==> src/rtl/rocket_array.sv <==
// Multi-channel rocket sprite generator: per-channel line counters, 16x16 mirrored ROM, combined sprite output.
// Optional: define ROCKET_ARRAY_WIN_DELAY_EN to delay the combined window/pixel by WIN_DELAY clocks.
module rocket_array #(
  parameter int unsigned NUM_CH       = 2,
  parameter int unsigned YW           = 8,
  parameter int unsigned LINES_ACTIVE = 246,
  parameter int unsigned HPOS_BASE    = 192,
  parameter int unsigned HPOS_STEP    = 112,
  parameter int unsigned WIN_DELAY    = 6
) (
  input  logic              i_clk_drv,
  input  logic              i_reset_n,
  input  logic              i_line_en,
  input  logic              i_pix_en,
  input  logic              i_vblank,
  input  logic              i_vreset,
  input  logic              i_bbound_en,
  input  logic [8:0]        i_hcount,
  input  logic [NUM_CH-1:0] i_up_n,
  input  logic [NUM_CH-1:0] i_down_n,
  input  logic [NUM_CH-1:0] i_crash_n,
  input  logic              i_game_on,
  input  logic              i_r_reset,
  output logic              o_sprite_n,
  output logic [NUM_CH-1:0] o_pix,
  output logic [NUM_CH-1:0] o_score,
  output logic [NUM_CH-1:0] o_sr
);

  localparam int unsigned Y_MAX   = (1 << YW) - 1;
  localparam int unsigned Y_TOP   = (1 << YW) - 16;
  localparam int unsigned Y_RELOAD = (1 << YW) - LINES_ACTIVE;

  function automatic logic [7:0] rom_row(input logic [3:0] row);
    logic [7:0] bits;
    bits = 8'h00;
    case (row)
      4'h0: bits = 8'h80;
      4'h1: bits = 8'h40;
      4'h2: bits = 8'h20;
      4'h3: bits = 8'h10;
      4'h4: bits = 8'h38;
      4'h5: bits = 8'h20;
      4'h6: bits = 8'h20;
      4'h7: bits = 8'h20;
      4'h8: bits = 8'h20;
      4'h9: bits = 8'h10;
      4'hA: bits = 8'h08;
      4'hB: bits = 8'h04;
      4'hC: bits = 8'h02;
      4'hD: bits = 8'hEF;
      4'hE: bits = 8'h28;
      4'hF: bits = 8'h38;
      default: bits = 8'h00;
    endcase
    return bits;
  endfunction

  logic              r_vblank_d;
  logic              w_vblank_fall;
  logic [NUM_CH-1:0] w_win;
  logic              w_win_any;
  logic              w_pix_any;
  logic              w_win_d;
  logic              w_pix_d;
  logic              r_sprite_n;

  assign w_vblank_fall = r_vblank_d & ~i_vblank;

  always_ff @(posedge i_clk_drv or negedge i_reset_n) begin
    if (!i_reset_n) r_vblank_d <= 1'b0;
    else            r_vblank_d <= i_vblank;
  end

  for (genvar c = 0; c < NUM_CH; c++) begin : g_ch
    localparam int unsigned H_START = HPOS_BASE + c * HPOS_STEP;

    logic [YW-1:0] r_y;
    logic          r_score;
    logic          r_bb;
    logic          w_top;
    logic          w_stop;
    logic          w_down;
    logic          w_up;
    logic [YW-1:0] w_reload;
    logic          w_in_range;
    logic [3:0]    w_x;
    logic [2:0]    w_m;
    logic [7:0]    w_rom;

    assign w_top    = (r_y >= YW'(Y_TOP));
    assign w_stop   = r_score | r_bb;
    // Down beats up; a stopped rocket ignores down.
    assign w_down   = ~i_down_n[c] & ~w_stop;
    assign w_up     = ~i_up_n[c] & ~w_down;
    assign w_reload = w_down ? YW'(Y_RELOAD - 1) :
                      w_up   ? YW'(Y_RELOAD + 1) : YW'(Y_RELOAD);

    assign o_sr[c]  = ~i_crash_n[c] | ~i_game_on;

    always_ff @(posedge i_clk_drv or negedge i_reset_n) begin
      if (!i_reset_n) begin
        r_y <= '0;
      end else if (o_sr[c] && i_r_reset) begin
        r_y <= '0;
      end else if (i_line_en && !i_vblank) begin
        r_y <= (r_y == YW'(Y_MAX)) ? w_reload : r_y + YW'(1);
      end
    end

    always_ff @(posedge i_clk_drv or negedge i_reset_n) begin
      if (!i_reset_n) begin
        r_score <= 1'b0;
        r_bb    <= 1'b0;
      end else begin
        if (w_vblank_fall) r_score <= w_top;
        if (i_bbound_en)   r_bb    <= w_top;
      end
    end

    assign w_in_range = (32'(i_hcount) >= 32'(H_START)) && (32'(i_hcount) < 32'(H_START + 16));
    assign w_x        = 4'(32'(i_hcount) - 32'(H_START));
    // Right half mirrors the left: 15-x equals ~x[2:0] for x in 8..15.
    assign w_m        = w_x[3] ? ~w_x[2:0] : w_x[2:0];
    assign w_rom      = rom_row(r_y[3:0]);
    assign w_win[c]   = w_top & i_crash_n[c] & ~i_vreset & w_in_range;
    assign o_pix[c]   = w_win[c] & w_rom[w_m];
    assign o_score[c] = r_score;
  end

  assign w_win_any = |w_win;
  assign w_pix_any = |o_pix;

`ifdef ROCKET_ARRAY_WIN_DELAY_EN
  logic [WIN_DELAY-1:0] r_win_sr;
  logic [WIN_DELAY-1:0] r_pix_sr;

  always_ff @(posedge i_clk_drv or negedge i_reset_n) begin
    if (!i_reset_n) begin
      r_win_sr <= '0;
      r_pix_sr <= '0;
    end else begin
      r_win_sr <= WIN_DELAY'({r_win_sr, w_win_any});
      r_pix_sr <= WIN_DELAY'({r_pix_sr, w_pix_any});
    end
  end

  assign w_win_d = r_win_sr[WIN_DELAY-1];
  assign w_pix_d = r_pix_sr[WIN_DELAY-1];
`else
  assign w_win_d = w_win_any;
  assign w_pix_d = w_pix_any;
`endif

  // Sprite output advances only on pixel-clock enables.
  always_ff @(posedge i_clk_drv or negedge i_reset_n) begin
    if (!i_reset_n)    r_sprite_n <= 1'b1;
    else if (i_pix_en) r_sprite_n <= w_win_d ? ~w_pix_d : 1'b1;
  end

  assign o_sprite_n = r_sprite_n;

endmodule

==> config.mk <==
export PLATFORM = sky130hd
export DESIGN_NAME = rocket_array
export DESIGN_NICKNAME = d
export VERILOG_FILES = /design/src/rtl/rocket_array.sv
export SDC_FILE = /design/constraint.sdc
export NUM_CORES = 1
export LEC_CHECK = 0
export ABC_CLOCK_PERIOD_IN_PS = 3950
export BUFFER_PORTS_ARGS = -buffer_cell sky130_fd_sc_hd__buf_4
export CAP_MARGIN = 20
export CORE_MARGIN = 4
export CORE_UTILIZATION = 43
export CTS_CLUSTER_SIZE = 8
export DETAILED_ROUTE_END_ITERATION = 7
export GPL_TIMING_DRIVEN = 0
export PLACE_DENSITY = 0.64
export SLEW_MARGIN = 20
export SYNTH_ARGS = -nofsm -noshare
export SYNTH_HDL_FRONTEND = slang
export SYNTH_SLANG_ARGS = --single-unit
==> constraint.sdc <==
create_clock -name i_clk_drv -period 3.95 [get_ports i_clk_drv]
set_input_delay 0.395 -clock i_clk_drv [delete_from_list [all_inputs] [get_ports i_clk_drv]]
set_output_delay 0.395 -clock i_clk_drv [all_outputs]
set_load 0.03 [all_outputs]
-- Word-level counts from Yosys, hierarchy flattened
Memory sizes are Yosys's and may differ from the RTL's.
Index checks and enable logic that the tools add are counted.
Widths: inputs -> output; s select.
- flip-flop bits (word level): 22
- memories kept: 2
- bits in read-only memories: 256
- word-level logic and storage cells: 84
- input port bits: 24
- equality and inequality tests: 2
- mux-type cells: 17
- order comparisons: 8
- bitwise operators: 33
- add/subtract/negate cells: 4
- reductions and logical operators: 10
- memories (memory ; depth ; bits a word ; rd ports ; clocked after memory_dff ; write ports ; line ; text):
    (name not given) ; 16 ; 8 ; 1 ; 0 ; 0 ; 37 ; case (row)
    (name not given) ; 16 ; 8 ; 1 ; 0 ; 0 ; 37 ;
- operator list (operator ; count):
    $mux 8 ; 6
    $add 8x1->8 const B ; 2
    $eq 8x8->1 const B ; 2
    $ge 8x8->1 const B ; 2
    $not 1->1 ; 14
    $and 1x1->1 ; 13
    $ge 9x8->1 const B ; 1
    $ge 9x9->1 const B ; 1
    $lt 9x8->1 const B ; 1
    $lt 9x9->1 const B ; 1
    $lt 3x4->1 const B ; 2
    $sub 4x1->4 const B ; 2
    $bmux 1 s3 ; 2
    $mux 3 ; 2
    $not 3->3 ; 2
    $logic_and 1x1->1 ; 5
    $mux 1 ; 5
    $mux 2 ; 2
    $or 1x1->1 ; 4
    $reduce_bool 2->1 ; 2
    $reduce_or 2->1 ; 2
    $logic_not 1->1 ; 1

-- Logic depth before layout (Yosys ltp)
- depth in word-level cells: 10
- gate-level depth with buffers: 7
- gate-level depth less buffers: 7

-- Worst setup path after synthesis
Ideal clock, no wire load.
- path type: input to output
- start: in i_hcount[3]
- end: out o_pix[1]
- buffers on the path: 2
- arrival: 2.357 ns
- path slack: 1.198 ns
- stages on the path: 6
- cells stage by stage: buf_6 -> xor2_2 -> buf_4 -> o311a_2 -> o22a_1 -> nor4_1
- cells in the longest elaborated chain, start to end: 5
- ends and longest elaborated chain (item ; line ; text):
    from (decl) ; 18 ; input logic [8:0] i_hcount,
    $sub 4x1->4 ; 122 ; assign w_x = 4'(32'(i_hcount) - 32'(H_START));
    $mux 3 ; 124 ; assign w_m = w_x[3] ? ~w_x[2:0] : w_x[2:0];
    $bmux 1 s3 ; 127 ; assign o_pix[c] = w_win[c] & w_rom[w_m];
    $mux 1 (implied by the code) ; 127 ;
    $and 1x1->1 * ; 127 ;
    to (decl) ; 25 ; output logic [NUM_CH-1:0] o_pix,
Mark *: on every way between the ends. The rest lies on a longest branch, timed or not. The select of a mux whose other input is x is not followed.

-- Worst setup path in the final report
- start: reg g_ch[1].r_y[0]
- end: out o_pix[1]
- cells in the longest elaborated chain, start to end: 5
- ends and longest elaborated chain (item ; line ; text):
    from (decl) ; 78 ; logic [YW-1:0] r_y;
    from (signal assigned) ; 107 ; r_y <= (r_y == YW'(Y_MAX)) ? w_reload : r_y + YW'(1);
    $ge 8x8->1 ; 91 ; assign w_top = (r_y >= YW'(Y_TOP));
    $and 1x1->1 (3 in series) ; 126 ; assign w_win[c] = w_top & i_crash_n[c] & ~i_vreset & w_in_range;
    $and 1x1->1 * ; 127 ;
Marked as above.

==> flow_summary.ini <==
[outcome]
outcome = finished, final reports clean

[synthesis]
postSynthCellCount = 215
ys_seq_area_share_pct = 29.52
synth_async_sr_flop_share_pct = 100.0
synth_edf_count = 0
ys_top_cells_by_area = dfrtp_1, ha_1, mux2_2, a21oi_1, nand2_1
yosysUniqueCellTypes = 58
synth_nets = 250
synth_top_area_share_pct = 28.11
synthTopCellsByCount = dfrtp_1, nand2_1, nor2_1
yosysMostFrequentCell = dfrtp_1
synth.avg_cell_area_um2 = 8.694
synth_seq_cells = 22
yosys_warnings = 0
syn_area_um2 = 1869
synthFlopType = dfrtp_1
synth_area_leader_cell = dfrtp_1

[clocking]
clock_path_buffers = 2
cts_tree = built
cts_max_level = 1
clkLatencyLatePin_ns = 0.26
cts_root_buffer = clkbuf_8
postCtsHoldBufs = 0
cts_sinks = 22
clk_pin_slew_ns = 0.09
post_cts_resized = 0
cts_setup_buffers = 0
cts_inserted_buffers = 3

[grt]
grt_pass1_vias = 1645
grt_pass1_wl_um = 7679
grt_use_total_pct = 17.96
antenna_found_initial = 0
grt_overflow_total = 0
grt_max_degree = 23

[floorplanning]
initial_core_util_pct = 45.42
ioPinCount = 31
rows = 23
die_x_um = 73.94
coreArea_um2 = 4115
fp.dieH_um = 73.94
die-area_um2 = 5466

[job]
drv_cap = 0

[critical_path]
cp_top_family = compound AO/OA/AOI/OAI gates
crit_chain = inv_1 -> ha_1 -> o22ai_1 -> o311a_2 -> o22a_1 -> nor4_1 -> buf_4
max_stage_delay_ns = 0.48
worst-path-max-fanout = 8
reg2reg_depth = 7
crit_buf_inv = 2
worst_setup_path_start_kind = flop
crit_arrival_ns = 2.41
cp_slowest_cell = dfrtp_1
end_kind = output pin
required_ns = 3.56
cp_num_cells = 7
path_class = flop to output pin

[place]
portBuffers = 29
gp_congestion = 0.8959
preCtsSetupSlack_ns = 1.391
dp_hpwl_um = 3464
dp.cells = 294
placed_area_um2 = 2150

[finish]
nets = 284
n_antenna_cell = 0
final_core_util_pct = 53.57
multi_input_area_um2 = 1197
seq_area_um2 = 551.8
fin_cells = 298
drive_gt1_share_pct = 24.19
fill_cells = 401
area_delta_synth_final_pct = 17.94
stdcell_area_um2 = 2205

[timing]
setup_viol = 0
setup_tns_ns = 0
slew_headroom_pct = 65.40
period_share_pct = 71.11
hold_viol_final = 0
tightest_slew_ns = 0.5151
skew_ns = 0.005328
fmax_mhz = 356.0
slew_viol_final = 0
final.min_clock_period_ns = 2.809
setup_ws_ns = 1.141
rsz0062_at_grt = false

[power]
ir_worst_vdd_v = 0.0001699
power_frac_comb_pct = 23.8
netSwitchingPower_uw = 153.4
power_density_nw_per_um2 = 241.0
sw_frac_of_total_pct = 28.88
p_clk_share_pct = 31.4
p_seq_share_pct = 44.8
p_leak_uw = 0.0009381
intPower_uw = 377.8

[route]
ant_nets = 0
dr.pass1.iters = 4
wl_um = 4455
dr_total_vias = 1660
post-route-drc-count = 0
viasPerCell = 5.570
drt-initial-drc-count = 116
wl_per_cell_um = 14.95

[hold_path]
hold_path_class = primary input to asynchronous set/reset pin
[cells in the final DEF, fill, tap and decap left out, types with 3 or more instances in the layout]
cell / n
buf_4: 32
dfrtp_1: 21
nand2_1: 17
nor2_1: 17
a21oi_1: 13
inv_1: 12
ha_1: 11
nor3_1: 10
nand3_1: 9
mux2_2: 8
xor2_1: 5
clkbuf_8: 5
nor2b_1: 5
nand3b_1: 4
nand4_1: 4
nor4_1: 4
clkbuf_1: 4
a31oi_1: 4
mux2i_1: 3
nand2b_1: 3
or3_1: 3
nor3b_1: 3
and2_1: 3
o21ai_0: 3
[metrics by stage]
stage / total power (µW) / hold WS, ns
2_1_floorplan: 321.4 / 0.09941
4_1_cts: 536.4 / 0.01469
3_5_place_dp: 368.3 / 0.3043
5_1_grt: 562.1 / 0.01552
3_3_place_gp: 368.7 / 0.3049
6_report: 531.2 / 0.007298
[power by group through the flow]
stage               logic (µW)  registers [µW]  clock network, µW
floorplan                 79.5             242                  0
global placement           126             243                  0
detailed placement         126             242                  0
CTS                        127             238                172
global route               140             240                182
finish                     126             238                167
[kinds of logic after synthesis]
group | count (synthesis) | share of synthesized area (%)
xor gates and xnor gates | 8 | 4.150
buffers and inverters | 24 | 6.425
AOI/OAI and AO/OA | 41 | 15.39
muxes | 12 | 7.832
adders and majority gates | 11 | 7.363
and+or+nand+nor | 97 | 29.32
DFF | 22 | 29.52
[routing by layer]
layer  GRT usage, %  vias up  routed length (µm)
met3          2.432        4                 158
li1               -      853                   -
met5              0        -                   0
met1          26.51      765                2215
met2          26.87       38                2026
met4          6.237        0                  55
[worst register-to-register path, cell delays in order (launching register included)]
cell       delay, ns
dfrtp_1         0.45
inv_1           0.16
ha_1            0.25
mux2_2          0.19
a21oi_2         0.05
a311o_1         0.36
a2111oi_1       0.48
o31ai_1         0.13
[area by class of cell]
class | count | share of cell area (%)
Sequential cell | 22 | 25.03
Buffer | 12 | 3.405
Inverter | 12 | 2.043
Timing Repair Buffer | 29 | 9.875
Clock buffer | 4 | 2.497
Multi-Input combinational cell | 169 | 54.31
Tap cell | 50 | 2.838
[state kept, by name (all words and copies together), names as in the netlist]
signal and count:
g_ch.r_score 2, g_ch.r_y 16, g_ch.r_bb 2, o_sprite_n 1, r_vblank_d 1
[path summary, 6_finish.rpt]
kind                                     start    endpoint  slack (ns)
worst max register to register  g_ch[0].r_y[1]  o_sprite_n        1.81
worst max-delay path            g_ch[1].r_y[0]    o_pix[1]        1.14
min in group i_clk_drv                i_vblank  r_vblank_d        0.25
worst min-delay path                 i_reset_n  r_vblank_d       0.007
worst min register to register      o_sprite_n  o_sprite_n        0.48
max in group asynchronous            i_reset_n  o_sprite_n        3.66
Power figures use the tool's default switching activity.
